$ cat config.mk
export PLATFORM = sky130hd
export DESIGN_NAME = alu_result_stage
export DESIGN_NICKNAME = d
export VERILOG_FILES = /design/src/rtl/mips_defs_pkg.sv /design/src/rtl/ex_skid_fifo.sv /design/src/rtl/alu_result_stage.sv
export SDC_FILE = /design/constraint.sdc
export NUM_CORES = 1
export LEC_CHECK = 0
export CORE_MARGIN = 2
export CORE_UTILIZATION = 45
export DETAILED_ROUTE_END_ITERATION = 7
export PLACE_DENSITY = 0.89
export SLEW_MARGIN = 20
export SYNTH_ARGS = -nofsm -noshare
export SYNTH_HDL_FRONTEND = slang
export SYNTH_SLANG_ARGS = --single-unit
export TNS_END_PERCENT = 10
$ cat constraint.sdc
create_clock -name clk -period 7.68 [get_ports clk]
set_input_delay 2.304 -clock clk [delete_from_list [all_inputs] [get_ports clk]]
set_output_delay 2.304 -clock clk [all_outputs]
set_load 0.02 [all_outputs]
$ cat src/rtl/mips_defs_pkg.sv
// Shared MIPS encodings, ALU flag positions and the decoded control bundle
// carried from EX into MEM.
package mips_defs_pkg;

  localparam logic [5:0] OP_RTYPE = 6'h00;
  localparam logic [5:0] OP_BEQ   = 6'h04;
  localparam logic [5:0] OP_BNE   = 6'h05;
  localparam logic [5:0] OP_ADDI  = 6'h08;
  localparam logic [5:0] OP_ADDIU = 6'h09;
  localparam logic [5:0] OP_SLTI  = 6'h0A;
  localparam logic [5:0] OP_SLTIU = 6'h0B;
  localparam logic [5:0] OP_ANDI  = 6'h0C;
  localparam logic [5:0] OP_ORI   = 6'h0D;
  localparam logic [5:0] OP_XORI  = 6'h0E;
  localparam logic [5:0] OP_LW    = 6'h23;
  localparam logic [5:0] OP_SW    = 6'h2B;

  localparam logic [5:0] FN_SLL  = 6'h00;
  localparam logic [5:0] FN_SRL  = 6'h02;
  localparam logic [5:0] FN_SRA  = 6'h03;
  localparam logic [5:0] FN_SLLV = 6'h04;
  localparam logic [5:0] FN_SRLV = 6'h06;
  localparam logic [5:0] FN_SRAV = 6'h07;
  localparam logic [5:0] FN_ADD  = 6'h20;
  localparam logic [5:0] FN_ADDU = 6'h21;
  localparam logic [5:0] FN_SUB  = 6'h22;
  localparam logic [5:0] FN_SUBU = 6'h23;
  localparam logic [5:0] FN_AND  = 6'h24;
  localparam logic [5:0] FN_OR   = 6'h25;
  localparam logic [5:0] FN_XOR  = 6'h26;
  localparam logic [5:0] FN_NOR  = 6'h27;
  localparam logic [5:0] FN_SLT  = 6'h2A;
  localparam logic [5:0] FN_SLTU = 6'h2B;

  localparam int FLAG_ZERO = 2;
  localparam int FLAG_NEG  = 1;
  localparam int FLAG_OVF  = 0;

  typedef struct packed {
    logic [4:0] dest;
    logic       reg_write;
    logic       mem_read;
    logic       mem_write;
  } ctrl_t;

  localparam int CTRL_W = $bits(ctrl_t);

  // R-type functs that write rd; anything else is treated as a no-op entry.
  function automatic logic funct_writes_rd(input logic [5:0] fn);
    logic hit;
    hit = 1'b0;
    case (fn)
      FN_SLL, FN_SRL, FN_SRA, FN_SLLV, FN_SRLV, FN_SRAV,
      FN_ADD, FN_ADDU, FN_SUB, FN_SUBU,
      FN_AND, FN_OR, FN_XOR, FN_NOR, FN_SLT, FN_SLTU: hit = 1'b1;
      default: hit = 1'b0;
    endcase
    return hit;
  endfunction

endpackage

$ cat src/rtl/ex_skid_fifo.sv
// Two-entry valid/ready buffer; head entry drives the output, ready is
// registered and drops only when both slots are occupied.
module ex_skid_fifo #(
  parameter int W     = 8,
  parameter int DEPTH = 2
) (
  input  logic         clk,
  input  logic         rst_n,
  input  logic         in_valid_i,
  output logic         in_ready_o,
  input  logic [W-1:0] in_data_i,
  output logic         out_valid_o,
  input  logic         out_ready_i,
  output logic [W-1:0] out_data_o
);

  localparam logic [1:0] FULL = 2'(DEPTH);

  logic [W-1:0] mem_q [2];
  logic         rd_ptr_q;
  logic         wr_ptr_q;
  logic [1:0]   count_q;
  logic [1:0]   count_d;
  logic         ready_q;
  logic         accept;
  logic         xfer;

  assign accept = in_valid_i & ready_q;
  assign xfer   = (count_q != 2'd0) & out_ready_i;

  always_comb begin
    count_d = count_q;
    case ({accept, xfer})
      2'b10:   count_d = count_q + 2'd1;
      2'b01:   count_d = count_q - 2'd1;
      default: count_d = count_q;
    endcase
  end

  always_ff @(posedge clk) begin
    if (!rst_n) begin
      for (int i = 0; i < 2; i++) mem_q[i] <= '0;
      rd_ptr_q <= 1'b0;
      wr_ptr_q <= 1'b0;
      count_q  <= 2'd0;
      ready_q  <= 1'b0;
    end else begin
      if (accept) begin
        mem_q[wr_ptr_q] <= in_data_i;
        wr_ptr_q        <= ~wr_ptr_q;
      end
      if (xfer) rd_ptr_q <= ~rd_ptr_q;
      count_q <= count_d;
      ready_q <= (count_d < FULL);
    end
  end

  assign in_ready_o  = ready_q;
  assign out_valid_o = (count_q != 2'd0);
  assign out_data_o  = mem_q[rd_ptr_q];

endmodule

$ cat src/rtl/alu_result_stage.sv
// EX/MEM boundary: decodes write-back/memory controls, resolves beq/bne and
// signed-overflow traps at accept time, and buffers results for MEM stalls.
module alu_result_stage
  import mips_defs_pkg::*;
#(
  parameter int          DEPTH        = 2,
  parameter logic [31:0] RESET_PC_EXC = 32'h0000_0000
) (
  input  logic        clk,
  input  logic        rst_n,
  input  logic        in_valid,
  output logic        in_ready,
  input  logic [31:0] instruction,
  input  logic [31:0] pc_plus4,
  input  logic [31:0] result,
  input  logic [2:0]  flags,
  input  logic [31:0] store_data,
  output logic        out_valid,
  input  logic        out_ready,
  output logic [31:0] out_result,
  output logic [31:0] out_store_data,
  output logic [4:0]  out_dest,
  output logic        out_reg_write,
  output logic        out_mem_read,
  output logic        out_mem_write,
  output logic        branch_taken,
  output logic [31:0] branch_target,
  output logic        ovf_exception,
  output logic [31:0] exc_pc
);

  localparam int PAYLOAD_W = 64 + CTRL_W;

  logic [5:0]  opcode;
  logic [5:0]  funct;
  logic [4:0]  rt;
  logic [4:0]  rd;
  ctrl_t       ctrl_d;
  ctrl_t       ctrl_out;
  logic        ovf_d;
  logic        br_taken_d;
  logic [31:0] br_target_d;
  logic        accept;

  logic        branch_taken_q;
  logic [31:0] branch_target_q;
  logic        ovf_exception_q;
  logic [31:0] exc_pc_q;

  logic [PAYLOAD_W-1:0] payload_in;
  logic [PAYLOAD_W-1:0] payload_out;

  logic unused_bits;
  assign unused_bits = ^{instruction[25:21], flags[FLAG_NEG]};

  assign opcode = instruction[31:26];
  assign funct  = instruction[5:0];
  assign rt     = instruction[20:16];
  assign rd     = instruction[15:11];
  assign accept = in_valid & in_ready;

  always_comb begin
    ctrl_d     = '0;
    ovf_d      = 1'b0;
    br_taken_d = 1'b0;
    case (opcode)
      OP_RTYPE: begin
        if (funct_writes_rd(funct)) begin
          ctrl_d.dest      = rd;
          ctrl_d.reg_write = 1'b1;
          ovf_d = ((funct == FN_ADD) || (funct == FN_SUB)) & flags[FLAG_OVF];
        end
      end
      OP_ADDI: begin
        ctrl_d.dest      = rt;
        ctrl_d.reg_write = 1'b1;
        ovf_d            = flags[FLAG_OVF];
      end
      OP_ADDIU, OP_SLTI, OP_SLTIU, OP_ANDI, OP_ORI, OP_XORI: begin
        ctrl_d.dest      = rt;
        ctrl_d.reg_write = 1'b1;
      end
      OP_LW: begin
        ctrl_d.dest      = rt;
        ctrl_d.reg_write = 1'b1;
        ctrl_d.mem_read  = 1'b1;
      end
      OP_SW:   ctrl_d.mem_write = 1'b1;
      OP_BEQ:  br_taken_d = flags[FLAG_ZERO];
      OP_BNE:  br_taken_d = ~flags[FLAG_ZERO];
      default: ctrl_d = '0;
    endcase
    // A trapping add/sub must not retire, and $zero is never written.
    if ((ctrl_d.dest == 5'd0) || ovf_d) ctrl_d.reg_write = 1'b0;
  end

  assign br_target_d = pc_plus4 + {{14{instruction[15]}}, instruction[15:0], 2'b00};

  always_ff @(posedge clk) begin
    if (!rst_n) begin
      branch_taken_q  <= 1'b0;
      branch_target_q <= 32'd0;
      ovf_exception_q <= 1'b0;
      exc_pc_q        <= RESET_PC_EXC;
    end else begin
      branch_taken_q  <= accept & br_taken_d;
      ovf_exception_q <= accept & ovf_d;
      if (accept & br_taken_d) branch_target_q <= br_target_d;
      if (accept & ovf_d)      exc_pc_q        <= pc_plus4 - 32'd4;
    end
  end

  assign payload_in = {result, store_data, ctrl_d};

  ex_skid_fifo #(
    .W     (PAYLOAD_W),
    .DEPTH (DEPTH)
  ) u_fifo (
    .clk         (clk),
    .rst_n       (rst_n),
    .in_valid_i  (in_valid),
    .in_ready_o  (in_ready),
    .in_data_i   (payload_in),
    .out_valid_o (out_valid),
    .out_ready_i (out_ready),
    .out_data_o  (payload_out)
  );

  assign {out_result, out_store_data, ctrl_out} = payload_out;
  assign out_dest      = ctrl_out.dest;
  assign out_reg_write = ctrl_out.reg_write;
  assign out_mem_read  = ctrl_out.mem_read;
  assign out_mem_write = ctrl_out.mem_write;
  assign branch_taken  = branch_taken_q;
  assign branch_target = branch_target_q;
  assign ovf_exception = ovf_exception_q;
  assign exc_pc        = exc_pc_q;

endmodule
### Word level (Yosys, flattened, before mapping)

Memories as Yosys holds them, arrays and structs flattened. A register that Yosys moved wholly into a read port is not among the register bits.
Cells that the tools add are included.
W data, S select, Z words.

| storage, ports and cells | value |
|---|---|
| register bits after elaboration | 71 |
| memory bits (writable) | 144 |
| bits in read-only memories | 64 |
| input port bits | 135 |
| output and inout port bits | 140 |
| memories kept | 2 |

| cells by class | value |
|---|---|
| add/subtract/negate cells | 4 |
| magnitude comparators | 1 |
| equality and inequality tests | 15 |
| multiplexer cells | 19 |
| bitwise gates (word level) | 8 |
| reductions and logical operators | 7 |

Memories:

| name | depth | width | read ports | clocked after Yosys merged registers in | write ports | line | source |
|---|---|---|---|---|---|---|---|
| u_fifo.mem_q | 2 | 72 | 1 | 1 | 2 | ex_skid_fifo.sv:19 | `logic [W-1:0] mem_q [2];` |
| (name not given) | 64 | 1 | 1 | 0 | 0 | mips_defs_pkg.sv:52 | `case (fn)` |

Operator list:

| operator | count |
|---|---|
| $mux W72 | 1 |
| $reduce_or A72 Y1 | 1 |
| $eq A6 B4 Y1 const B | 7 |
| $add A32 B32 Y32 | 1 |
| $sub A32 B3 Y32 const B | 1 |
| $eq A6 B6 Y1 const B | 4 |
| $mux W1 | 13 |
| $eq A6 B3 Y1 const B | 2 |
| $pmux W6 S2 | 1 |
| $reduce_or A8 Y1 | 1 |
| $logic_not A6 Y1 | 1 |
| $mux W6 | 1 |
| $and A1 B1 Y1 | 5 |
| $logic_not A5 Y1 | 1 |
| $pmux W1 S2 | 2 |
| $pmux W2 S2 | 1 |
| $not A1 Y1 | 3 |
| $add A2 B1 Y2 const B | 1 |
| $eq A2 B1 Y1 const B | 1 |
| $eq A2 B2 Y1 const B | 1 |
| $logic_or A1 B1 Y1 | 2 |
| $lt A2 B2 Y1 const B | 1 |
| $reduce_bool A2 Y1 | 1 |
| $sub A2 B1 Y2 const B | 1 |

### Logic depth before layout (Yosys ltp)

Gate-level depths: netlist of run 1.

| depth | value |
|---|---|
| depth after elaboration | 8 |
| gate-level depth with buffers | 9 |

### Hierarchy

From an unflattened synthesis of run 1, not the netlist that was laid out.

| unflattened totals | value |
|---|---|
| cells, all modules | 1086 |
| area total of the unflattened synthesis | 11020.6 um^2 |

Modules (own cells, without submodules):

| module | times used | cells an instance | area an instance (um^2) |
|---|---|---|---|
| ex_skid_fifo | 1 | 492 | 6416.2 |
| alu_result_stage | 1 | 594 | 4604.4 |

### Worst setup path after synthesis of run 1

No wires, ideal clock.

| path | value |
|---|---|
| path type | in2reg |
| start | in in_valid |
| end | mem u_fifo.mem_q[0][0] (netlist name), enable pin |
| library setup time | 0.602 ns |
| arrival | 7.510 ns |
| data required time | 7.078 ns |
| path slack | -0.432 ns |
| stages on the path | 2 |
| buffers on the path | 0 |
| cells stage by stage | nand2_1 > o21ai_0 |

RTL lines:

| element | line | source |
|---|---|---|
| from (decl) | alu_result_stage.sv:11 | `input logic in_valid,` |
| to (decl) | ex_skid_fifo.sv:19 |  |

==> results of run 1 <==
[cell usage after synthesis, drive strengths merged, types with 11 or more instances]
cell	count	area share [%]
ha	31	3.5
o21ai	32	1.4
and2	140	7.9
nand2	79	2.7
nand3	24	1.1
inv	13	0.44
nand4	15	0.85
edfxtp	144	39
o211a	19	1.7
xor2	14	1.1
a21oi	43	2.0
a21o	11	0.75
mux2	73	7.4
nor3	17	0.86
clkbuf	48	1.6
xnor2	33	2.6
a211oi	11	0.79
nor2	57	1.9
dfxtp	72	13
[kinds of logic (layout without fill, tap and decap cells)]
group	after synthesis	in the layout	synth area share, %
buf+inv	71	333	2.509
mux	77	77	7.788
flops	216	216	52.09
compound gates	170	170	10.65
xor+xnor	47	47	3.719
fa+ha+maj	32	32	3.685
other cells	0	3	0
simple gates	391	391	19.57
[flip-flops by register name (all words and copies together), names as in the netlist, named ones only]
| register | cells |
|---|---|
| branch_taken | 1 |
| u_fifo.count_q | 2 |
| u_fifo.in_ready_o | 1 |
| u_fifo.mem_q | 144 |
| branch_target | 32 |
| u_fifo.wr_ptr_q | 1 |
| exc_pc | 32 |
| ovf_exception | 1 |
| u_fifo.rd_ptr_q | 1 |
[power by group through the flow]
stage | Sequential, mW | Clock [mW] | Combinational, mW
floorplan | 1.41 | 0 | 0.572
global placement | 1.42 | 0 | 0.960
detailed placement | 1.43 | 0 | 0.973
CTS | 1.41 | 1.14 | 0.981
global route | 1.42 | 1.19 | 1.04
finish | 1.41 | 1.13 | 0.979
[worst paths after layout]
kind,start,endpoint,slack (ps),cells past startpoint
min reg2reg,branch_target[0]$_SDFFE_PN0P_,branch_target[0]$_SDFFE_PN0P_,460,2
max reg2reg,u_fifo.in_ready_o$_SDFF_PN0_,branch_target[27]$_SDFFE_PN0P_,5010,8
max,flip-flop,out_store_data[16],2450,3
min,branch_target[0]$_SDFFE_PN0P_,branch_target[0]$_SDFFE_PN0P_,460,2
[layout make-up]
class | count | area share [%]
Sequential cell | 216 | 38.90
Multi-Input combinational cell | 717 | 34.19
Timing Repair Buffer | 276 | 18.60
Clock buffer | 35 | 4.473
Tap cell | 324 | 2.734
Clock inverter | 8 | 0.7005
Inverter | 14 | 0.3545
Antenna cell | 3 | 0.05064
[layer usage]
layer  global-route usage (%)  up-vias
li1                         -     4135
met1                    27.79     4197
met2                    40.87      386
met3                    6.999       45
met4                    5.601        2
met5                        0        -
[metrics by stage]
step	area (sq um)	cells
after floorplan	11070	1004
after CTS	14790	1589
final	14830	1593
after detailed placement	14020	1546
after global routing	14820	1592
after global placement	14020	1546
[critical path, cell delays in order, from the launching register on]
cell,delay [ps]
dfxtp_2,840
buf_4,580
mux2_2,410
clkdlybuf4s50_1,560
==> summary by stage, run 1 <==
Power and ir drop
The switching component of the power is 1.007 mW. Combinational logic burns 27.9% of the power. The switching part of the total power is 28.68%. The analysis attributes to cell leakage a power of 5.619 nW. IR analysis of the VDD net gives a maximum drop of 0.0001726 V. The post-layout total power is 3.512 mW. For this design the ratio of total power to cell area is 236.9 nW/um^2. The portion of total power attributed to the clock network is 32.0%. Registers are responsible for 40.1% of the overall power. The cell-internal power is 2.505 mW.

Floorplanning
The standard-cell row count is 57. In this run the vertical extent of the chip is 160.8 um. For this configuration, the core starts out at a cell density of 45.65%. The top-level I/O count is 275. The die covers 25870 sq um. The area of the core is 24250 sq um. The chip width is 160.8 um.

Setup path
The worst setup path is launched from a flip-flop. The critical path in this run is classified as flip-flop to primary output. The endpoint arrival time on the critical path is 2920 ps. For the worst setup path, the data required time is 5380 ps. The worst setup path is captured at a primary output. Of all nets on the critical path, the largest fanout is 40.

Logic synthesis
The per-instance average area after synthesis is 11.03 sq um. The cell count after synthesis is 1004. Of the synthesized area, sequential elements account for 52.09%. The post-synthesis register bit count is 216. The post-synthesis net count is 1171. After synthesis, the netlist uses 69 different library cells. The total number of yosys warnings is 0. For this run, the leading register cell type out of synthesis is edfxtp_1. The fraction of registers with async set or reset after synthesis is 0%. Counting flops with a built-in enable in the synthesized netlist gives 144. The synthesized netlist occupies a cell area of 11070 sq um.

Drt
The first TritonRoute pass finished after 5 iterations. Signal routing reaches up to met5. Dividing the detail-routed wire length by the instance count gives 19.58 um. The detailed router put a total of 12030 um of wire on met1. The number of design-rule violations left by the first detailed-router iteration is 701. The residual DRC count is 0. The total met2 wirelength after detailed routing is 15230 um. The number of nets still failing antenna checks after routing is 0. Dividing the detail-routed via count by the number of cells gives 5.502.

The total met3 wirelength after detailed routing is 3245 um. Detailed routing inserted a total of 8765 vias. The overall routed net length is 31190 um.

Finish
The final layout contains 1417 nets. The top cell types in the final layout, fill and taps aside, are clkdlybuf4s50_1, edfxtp_1, and2_1, nand2_1, mux2_2. The area growth from synthesis to final layout is 33.93%. Cells fill 61.14% of the core in the end. Summing all multi-input logic gate instances after layout gives 5069 sq um. The most common cell after layout, fill and taps aside is clkdlybuf4s50_1. The ratio of cells with drive above 1 in the final layout is 10.98%. The layout has 1809 filler cells. The flip-flop and latch area is 5767 sq um.

Clock network
In this run the number of H-tree levels came out at 1. The buffer depth of the longest clock path is 3. The number of hold buffers added after CTS was 0. After clock tree synthesis, the clock-pin slew on the worst setup and hold paths is 60 ps. In this run, post-CTS repair resized a total of 0 instances. For this design, the sink count on the clock tree is 216. Buffers inserted during clock tree synthesis total 25.

The number of setup buffers added after CTS is 0. TritonCTS built the clock tree. Clock latency on the worst-skew pair, taken at its later pin, is 510 ps.

The buffer cell driving the clock tree root is clkbuf_16.

Placed design
The routability congestion estimate is 0.8988. The half-perimeter wire length after detailed placement is 22380 um. The minimum setup slack after placement is 2112 ps. Buffers placed on the I/O ports in this run total 268.

Timing
Setup total negative slack on the finished layout was measured at 0 ps. For this run, the top clock speed supported by timing is 0.1913 GHz. The final-report max-slew violation count came to 0. Setup repair after global routing left no endpoint under its margin. The final clock skew is 10.98 ps. The final setup violation count is 0. Measured against its own limit, the worst slew margin works out to 31.91%.

The clock period minus worst slack is 5227 ps. After layout, the worst path uses 68.06% of the clock period. The worst path meets setup with 2453 ps of slack.

The slew at the pin closest to its max-slew limit is 1021 ps. The worst-case hold slack is 458.0 ps. The number of hold-slack violations in the final timing report was 0.

GRT
The number of global-route vias before repair is 8673. The combined global-route utilization of all metal layers is 23.18%. The residual overflow from global routing is 0. The first global-routing pass estimated 47320 um of wire. Entering global routing, the biggest net connects 73 pins. The number of antenna violations at the first check in global routing is 4.

Outcome
The run finished with clean final reports.

Min path
The type of the most critical hold path is flip-flop to flip-flop.

Flow run
Max-cap violations in this run came to 0.
Note: power is estimated with default switching activity, not from simulation.
==> run 2, diff against run 1 <==
--- a/config.mk
+++ b/config.mk
@@ -6,9 +6,9 @@
 export NUM_CORES = 1
 export LEC_CHECK = 0
 export CORE_MARGIN = 2
-export CORE_UTILIZATION = 45
+export CORE_UTILIZATION = 50
 export DETAILED_ROUTE_END_ITERATION = 7
-export PLACE_DENSITY = 0.89
+export PLACE_DENSITY = 0.93
 export SLEW_MARGIN = 20
 export SYNTH_ARGS = -nofsm -noshare
 export SYNTH_HDL_FRONTEND = slang
==> constraint.sdc (replaced) <==
create_clock -name clk -period 5.3 [get_ports clk]
set_input_delay 1.59 -clock clk [delete_from_list [all_inputs] [get_ports clk]]
set_output_delay 1.59 -clock clk [all_outputs]
set_load 0.02 [all_outputs]
==> run 2 against run 1 <==
Largest cell class unchanged. Sequential power is 43% higher. Global-route usage is 3.7 points higher. Critical path type unchanged. Flip-flop and latch count is the same. First-iteration DRC count is 1.3% lower.
==> summary by stage, run 2 (synthesis results as in run 1) <==
GRT
The largest net degree at the start of global routing is 73 (unchanged). The combined global-route utilization of all metal layers came to 26.87% (was 23.18%). The residual overflow from global routing is 0 (unchanged).

The number of global-route vias before repair is 8916 (was 8673). The wire length of the first global-routing pass came to 49950 um (was 47320 um). The number of antenna violations at the first check in global routing is 2 (was 4).

Timing
The final-report max-slew violation count is 0 (unchanged). The maximum clock rate is 0.2390 GHz. The final setup violation count is 0 (unchanged). Setup repair after global routing missed its margin: no (unchanged).

The worst path setup slack after routing is 1115 ps (was 2453 ps). The worst max-slew margin expressed relative to the limit is 31.79% (was 31.91%). The slew at the pin closest to its max-slew limit was 1023 ps (was 1021 ps).

The period utilization is 78.96%. The number of hold-slack violations in the final timing report is 0 (unchanged). The summed negative setup slack over all endpoints came to 0 ps (unchanged).

The clock period minus worst slack is 4185 ps. The final clock skew is 15.03 ps (was 10.98 ps).

Clock network
The number of clock sinks was 216 (unchanged). The number of setup buffers added after CTS came to 0 (unchanged). The number of instances resized during post-cts repair is 0 (unchanged). The CTS tree was built (unchanged). The number of buffers created by CTS is 23 (was 25). The clock latency of the later-clocked register in the worst-skew pair is 500 ps (was 510 ps). The buffer cell driving the clock tree root is clkbuf_16 (unchanged). The buffer depth of the longest clock path is 3 (unchanged). The count of hold buffers inserted by post-cts repair is 0 (unchanged). The clock input transition at the sequential cells of the worst setup and hold paths is 60 ps (about the same).

The CTS H-tree depth is 1 (unchanged).

Power and ir drop
The cell-internal power is 3.613 mW (was 2.505 mW). The switching part of the total power was 29.36% (was 28.68%). The switching component of the power came to 1.501 mW (was 1.007 mW). The ratio of total power to cell area is 346.5 nW/um^2 (was 236.9 nW/um^2).

The part of the total power dissipated in sequential elements is 39.2% (was 40.1%). The post-layout total power is 5.114 mW (was 3.512 mW). The cell leakage power was 5.623 nW (was 5.619 nW). The portion of total power attributed to the clock network was 31.9% (was 32.0%).

The share of total power in combinational logic is 28.9% (was 27.9%). The maximum resistive drop on vdd is 0.0002154 V (was 0.0001726 V).

Finish
The most common cell after layout, fill and taps aside is clkdlybuf4s50_1 (unchanged). Highest-count cells in the layout ignoring fill and taps: clkdlybuf4s50_1, edfxtp_1, and2_1, nand2_1, mux2_2 (unchanged). The largest register by flop count was u_fifo.mem_q (unchanged). The number of flip-flops under the largest register name is 144 (unchanged). The area growth from synthesis to final layout came to 33.32% (was 33.93%). The ratio of cells with drive above 1 in the final layout is 11.37% (was 10.98%). The share of the core filled with cells in the final layout is 67.83% (was 61.14%). The net count reported at finish came to 1417 (unchanged).

Setup path
The cell with the largest stage delay on the worst path is buf_4 (was dfxtp_2). The kind of start point of the critical path is a flip-flop (unchanged). CP cell instances: buf_4 > mux2_2 > clkdlybuf4s50_1 (unchanged).

The largest stage delay on the critical path is 730 ps (was 840 ps). The element type at the critical path end is a primary output (unchanged). The required time of the worst setup path is 3710 ps (was 5380 ps). The worst-path maximum fanout was 72 (was 40). The kind of critical path is flip-flop to primary output (unchanged).

The endpoint arrival time on the critical path is 2590 ps (was 2920 ps).

Floorplanning
The top-level I/O count was 275 (unchanged). The floorplan die area is 23340 sq um (was 25870 sq um). The initial core utilization is 50.88% (was 45.65%).

The die span in y was 152.8 um (was 160.8 um). The chip width is 152.8 um (was 160.8 um). The standard-cell row count was 54 (was 57). The area of the core is 21760 sq um (was 24250 sq um).

Drt
The overall routed net length is 32770 um (was 31190 um). The number of nets still failing antenna checks after routing came to 0 (unchanged). The via density per instance is 5.779 (was 5.502).

The residual DRC count came to 0 (unchanged). The total via count after detailed routing was 8946 (was 8765). The number of design-rule violations left by the first detailed-router iteration came to 692 (was 701). The mean routed wirelength per cell is 21.17 um (was 19.58 um). The first-pass iteration count of the detailed router is 7 (was 5).

Placed design
The number of buffers inserted by port buffering is 268 (unchanged). The routability congestion estimate is 0.9463 (was 0.8988). The half-perimeter wire length after detailed placement is 23130 um (was 22380 um). The minimum setup slack after placement is 730.9 ps (was 2112 ps).

Flow run
The count of maximum capacitance violations was 0 (unchanged).

Min path
The type of the most critical hold path is flip-flop to flip-flop (unchanged).

Outcome
Outcome: finished, final reports clean (unchanged).
-- run 2: cell count changes in the layout (fill, tap and decap cells not counted), sizes merged --
cell	delta
clkbuf	-9
clkinv	+4
buf	+2
clkinvlp	+2
bufinv	+1
diode	-1
-- run 2: critical path: cells and delay by family, from the launching register on --
kind | cells | cell delay [ps]
buffers and inverters | 2 | 1310
multiplexers | 1 | 430
flip-flops | 1 | 310
-- run 2: power groups by stage --
| stage | logic (mW) | clock network, mW | registers (mW) |
|---|---|---|---|
| finish | 1.48 | 1.63 | 2.01 |
| global route | 1.56 | 1.70 | 2.02 |
| CTS | 1.47 | 1.63 | 2.01 |
| detailed placement | 1.46 | 0 | 2.04 |
| global placement | 1.43 | 0 | 2.02 |
| floorplan | 0.830 | 0 | 2.03 |
-- run 2: layer usage --
| layer | wire length, um | global-route usage, % |
|---|---|---|
| met5 | 0 | 0 |
| met4 | 890 | 7.363 |
| met3 | 3020 | 6.684 |
| met2 | 16450 | 48.69 |
| met1 | 12410 | 31.71 |
-- run 2: worst paths after layout --
check / startpoint / to / slack (ps) / depth (start not counted)
min: branch_target[1]$_SDFFE_PN0P_ / branch_target[1]$_SDFFE_PN0P_ / 460 / 2
max reg2reg: u_fifo.in_ready_o$_SDFF_PN0_ / branch_target[27]$_SDFFE_PN0P_ / 2780 / 9
min reg2reg: branch_target[1]$_SDFFE_PN0P_ / branch_target[1]$_SDFFE_PN0P_ / 460 / 2
max: flip-flop / out_result[12] / 1120 / 3
-- run 2: final cells by class --
class	count	area, sq um
Inverter	14	52.55
Tap cell	280	350.3
Clock inverter	15	163.9
Timing Repair Buffer	278	2765
Antenna cell	2	5.005
Multi-Input combinational cell	717	5067
Sequential cell	216	5767
Clock buffer	26	586.8
Fill cell	1511	6998
-- run 2: per-stage QoR --
| step | hold WS (ps) | cells | area [sq um] |
|---|---|---|---|
| 3_3_place_gp | 443.3 | 1505 | 14000 |
| 6_report | 461.2 | 1548 | 14760 |
| 3_5_place_dp | 449.6 | 1505 | 14000 |
| 2_1_floorplan | 481.1 | 1004 | 11070 |
| 4_1_cts | 459.3 | 1546 | 14750 |
| 5_1_grt | 477.9 | 1548 | 14760 |
